`src/rtl/chu_mmio_arbiter.sv`:
```
// Two-requester round-robin arbiter onto a single FPro MMIO bus.
// Each transaction takes IDLE -> ISSUE (bus strobe) -> RESP (ack): three cycles.
module chu_mmio_arbiter #(
   parameter int ADDR_W = 21,
   parameter int DATA_W = 32
) (
   input  logic              clk,
   input  logic              rst,
   input  logic              m0_req,
   input  logic              m0_wr,
   input  logic [ADDR_W-1:0] m0_addr,
   input  logic [DATA_W-1:0] m0_wdata,
   output logic              m0_ack,
   output logic [DATA_W-1:0] m0_rdata,
   input  logic              m1_req,
   input  logic              m1_wr,
   input  logic [ADDR_W-1:0] m1_addr,
   input  logic [DATA_W-1:0] m1_wdata,
   output logic              m1_ack,
   output logic [DATA_W-1:0] m1_rdata,
   output logic              mmio_cs,
   output logic              mmio_wr,
   output logic              mmio_rd,
   output logic [ADDR_W-1:0] mmio_addr,
   output logic [DATA_W-1:0] mmio_wdata,
   input  logic [DATA_W-1:0] mmio_rdata,
   output logic              busy
);

   typedef enum logic [1:0] {IDLE, ISSUE, RESP} state_t;

   state_t              state_q, state_d;
   logic                last_grant_q, last_grant_d;
   logic                grant_q, grant_d;
   logic                reg_wr_q, reg_wr_d;
   logic [ADDR_W-1:0]   addr_q, addr_d;
   logic [DATA_W-1:0]   wdata_q, wdata_d;
   logic [DATA_W-1:0]   rdata0_q, rdata0_d;
   logic [DATA_W-1:0]   rdata1_q, rdata1_d;
   logic                win;

   always_comb begin
      state_d      = state_q;
      last_grant_d = last_grant_q;
      grant_d      = grant_q;
      reg_wr_d     = reg_wr_q;
      addr_d       = addr_q;
      wdata_d      = wdata_q;
      rdata0_d     = rdata0_q;
      rdata1_d     = rdata1_q;
      // On a tie the requester that did not win last time goes first.
      win = (m0_req && m1_req) ? ~last_grant_q : m1_req;
      case (state_q)
         IDLE: begin
            if (m0_req || m1_req) begin
               grant_d  = win;
               reg_wr_d = win ? m1_wr    : m0_wr;
               addr_d   = win ? m1_addr  : m0_addr;
               wdata_d  = win ? m1_wdata : m0_wdata;
               state_d  = ISSUE;
            end
         end
         ISSUE: begin
            if (!reg_wr_q) begin
               if (grant_q) rdata1_d = mmio_rdata;
               else         rdata0_d = mmio_rdata;
            end
            state_d = RESP;
         end
         RESP: begin
            last_grant_d = grant_q;
            state_d      = IDLE;
         end
         default: state_d = IDLE;
      endcase
   end

   always_ff @(posedge clk) begin
      if (rst) begin
         state_q      <= IDLE;
         last_grant_q <= 1'b1;
         grant_q      <= 1'b0;
         reg_wr_q     <= 1'b0;
         addr_q       <= '0;
         wdata_q      <= '0;
         rdata0_q     <= '0;
         rdata1_q     <= '0;
      end else begin
         state_q      <= state_d;
         last_grant_q <= last_grant_d;
         grant_q      <= grant_d;
         reg_wr_q     <= reg_wr_d;
         addr_q       <= addr_d;
         wdata_q      <= wdata_d;
         rdata0_q     <= rdata0_d;
         rdata1_q     <= rdata1_d;
      end
   end

   assign mmio_cs    = (state_q == ISSUE);
   assign mmio_wr    = mmio_cs &  reg_wr_q;
   assign mmio_rd    = mmio_cs & ~reg_wr_q;
   assign mmio_addr  = addr_q;
   assign mmio_wdata = wdata_q;
   assign m0_ack     = (state_q == RESP) & ~grant_q;
   assign m1_ack     = (state_q == RESP) &  grant_q;
   assign m0_rdata   = rdata0_q;
   assign m1_rdata   = rdata1_q;
   assign busy       = (state_q != IDLE);

endmodule

```
`config.mk`:
```
export PLATFORM = sky130hd
export DESIGN_NAME = chu_mmio_arbiter
export DESIGN_NICKNAME = d
export VERILOG_FILES = /design/src/rtl/chu_mmio_arbiter.sv
export SDC_FILE = /design/constraint.sdc
export NUM_CORES = 1
export LEC_CHECK = 0
export BUFFER_PORTS_ARGS = -buffer_cell sky130_fd_sc_hd__buf_2
export CORE_MARGIN = 2
export CORE_UTILIZATION = 30
export CTS_CLUSTER_SIZE = 30
export DETAILED_ROUTE_END_ITERATION = 7
export SYNTH_ARGS = -nofsm -noshare
export SYNTH_HDL_FRONTEND = slang
export SYNTH_SLANG_ARGS = --single-unit
```
`constraint.sdc`:
```
create_clock -name clk -period 1.3 [get_ports clk]
set_input_delay 0.065 -clock clk [delete_from_list [all_inputs] [get_ports clk]]
set_output_delay 0.065 -clock clk [all_outputs]
set_load 0.05 [all_outputs]
```
==> flow_summary.toml <==
[critical_path]
worst-r2r-cell-count = 8
crit_chain = "buf_6 -> nor2_4 -> inv_2 -> buf_6 -> nor2_4 -> buf_12 -> clkbuf_16 -> a311oi_1"
cpPeakStageDelay_ns = 0.32
r2r_end = "mmio_wdata[0]"
timing.rr.start = "state_q[1]"
end_kind = "flop"
start_kind = "flop"
r2r_setup_slack_ns = -0.11
slowest_stage = "dfxtp_2"
worstPathArrival_ns = 1.69
crit_fanout = 6
crit_type = "flop to flop"
cp_data_required_time_ns = 1.58

[timing]
slew_headroom_pct = 71.8
worstMarginPinSlew_ns = 0.424
fin_crit_ns = 1.41
setup-tns-final_ns = -6.57
fin_skew_ns = 0.00586
clock.fmax_ghz = 0.708
drv_slew = 0
rsz0062_at_grt = "true"
hold_viol_final = 0
finalCritPeriodShare_pct = 109
worst_hold_slack_ns = 0.0413
finalSetupViolations = 120
layout_setup_ws_ns = -0.112

[status]
status = "complete, but fails checks"
violations = "setup timing"

[power]
ir_drop_uv = 947
p_switching_mw = 3.81
pwr-share-comb_pct = 29.1
totalPowerFinal_mw = 11.7
pwr-share-clk_pct = 35.0
p_int_mw = 7.86
cellPowerDensity_nw_per_um2 = 1290
power.share.sequential_pct = 35.8
p_sw_share_pct = 32.6
power.leakage_nw = 4.05

[logic_synthesis]
syn_nets = 757
syn-instance-count = 613
yosysWarnings = 0
synth_cell_type_count = 23
ys_seq_area_share_pct = 50.6
syn_avg_cell_area_sq_um = 7.88
synth-seq-cells = 122
syn_area_sq_um = 4830

[placed_design]
io_buffers = 266
place_ws_ns = -0.122
dpl_cell_area_sq_um = 6560
dp_cells = 1063
dp_hpwl_mm = 11.2
gp_congestion = 0.759

[grt]
grt_antenna_before_repair = 0
grt_pass1_wl_mm = 28.6
grt_pass1_vias = 5877
grt.overflow.total = 0
grt_max_degree = 46
grt_usage_pct = 21.3

[floorplan]
die_h_um = 131
ios = 267
dieArea_sq_um = 17100
core_sq_um = 15800
rows = 46
die_w_um = 131
start_util_pct = 30.5

[route]
wl_per_cell_um = 16.5
ant_nets = 0
routed_wl_mm = 20.6
avgViaCountPerCell = 4.90
num_vias = 6118
first_pass_iters = 4
drc = 0
drt_iter0_drc = 277

[min_path]
hold_path.class = "primary input to flop"
holdCritStartpoint = "m1_req"
holdPathStages = 3
holdPathEnd = "state_q[0]"

[layout]
syn_to_final_growth_pct = 87.9
final_util_pct = 57.3
fin_cells = 1248
fin_area_sq_um = 9080
nNetsFinal = 1169
diodes = 0
drive_gt1_share_pct = 37.1
fillers = 1338

[clock_network]
cts_max_path_buffers = 2
cts_made_buffers = 17
cts_sinks = 122
clock_latency_ns = 0.41
clk_pin_slew_ns = 0.05
cts_max_level = 4
root_buffer = "clkbuf_16"
cts_tree = "yes"

[flow_run]
maxCapViolations = 0
-- layer usage --
metal	vias to the layer above	GRT usage [%]	share of wire, %
met3	57	6.19	8.2
li1	2926	-	-
met4	0	12.0	3.7
met2	299	35.8	49
met5	-	0	0
met1	2836	24.4	39
-- state kept, by name, summed over array words and instances, names as in the netlist --
| register | count |
|---|---|
| m1_rdata | 32 |
| grant_q | 1 |
| state_q | 2 |
| mmio_wdata | 32 |
| last_grant_q | 1 |
| m0_rdata | 32 |
| mmio_addr | 21 |
| reg_wr_q | 1 |
-- what timing repair did --
| item | in CTS | in global routing |
|---|---|---|
| pin swaps | 3 | 9 |
| endpoints found under the setup margin | 87 | 124 |
| resized for setup | 27 | 41 |
| gates cloned | 1 | 13 |
| hold buffers | 140 | 0 |
| setup buffers | 3 | 2 |
| hold endpoints to repair | 118 | 0 |
-- worst max-delay path: cells and delay by family (launching register included) --
family          cells  cell delay, ns
simple gates        2            0.23
flops               1            0.32
buf+inv             5            0.62
compound gates      1            0.10
-- power groups by stage --
stage | logic [mW] | clock network (mW) | registers, mW
finish | 3.40 | 4.09 | 4.18
CTS | 3.05 | 4.17 | 4.17
floorplan | 0.817 | 0 | 5.17
global route | 3.58 | 4.33 | 4.21
global placement | 2.61 | 0 | 4.24
detailed placement | 2.63 | 0 | 4.24
-- cell type report --
cell class,count,area [sq um],share of cell area [%]
clock buffer,22,474,5.22
clock inverter,4,22.5,0.248
sequential,122,2450,27.0
inverter,3,11.3,0.124
timing repair buffer,451,3550,39.1
tap,216,270,2.98
multi-input combinational,430,2300,25.3
-- placed cells by master (no fill, tap or decap), types with 3 or more instances in the layout --
master	n
a311oi_2	11
nand2_1	231
buf_12	15
buf_8	5
clkbuf_16	27
buf_2	260
dfxtp_1	118
buf_6	12
dfxtp_2	3
nor2_1	3
a311oi_1	43
clkbuf_8	3
dlygate4sd3_1	140
nor2_4	3
buf_4	8
a21oi_1	106
clkinv_2	3
nand2_2	6
a21oi_2	13
-- kinds of logic (layout without fill, tap and decap cells) --
logic type	after synthesis	count (layout)	synth area share, %
buffers and inverters	61	480	6.09
DFF	122	122	50.6
AOI/OAI and AO/OA	177	177	22.8
and+or+nand+nor	253	253	20.6
-- worst max-delay path by stage --
stage	start	cells after the start	end	slack, ns
2_1_floorplan	state_q[1]	5	m0_rdata[10]	-0.06
3_3_place_gp	state_q[0]	4	m0_rdata[16]	-0.08
3_5_place_dp	state_q[0]	4	m0_rdata[27]	-0.12
4_1_cts	state_q[1]	5	mmio_wr	-0.11
5_1_grt	state_q[1]	8	mmio_wdata[0]	-0.17
6_report	state_q[1]	8	mmio_wdata[0]	-0.11
-- Yosys cell counts (all sizes together) --
| cell type | count | share of area (%) |
|---|---|---|
| or2 | 1 | 0.13 |
| and2 | 1 | 0.13 |
| nor4bb | 1 | 0.21 |
| nand2b | 2 | 0.26 |
| o21ai | 1 | 0.10 |
| inv | 3 | 0.23 |
| nor2 | 7 | 0.60 |
| clkbuf | 23 | 1.8 |
| buf | 35 | 4.1 |
| nand2 | 237 | 18 |
| a211o | 1 | 0.18 |
| a21bo | 1 | 0.21 |
| dfxtp | 122 | 51 |
| nor4b | 1 | 0.31 |
| a21boi | 1 | 0.16 |
| or4b | 1 | 0.21 |
| a311oi | 54 | 9.8 |
| a21oi | 119 | 12 |
| nand4bb | 1 | 0.23 |
| nor3 | 1 | 0.10 |
(Power assumes the default switching activity.)
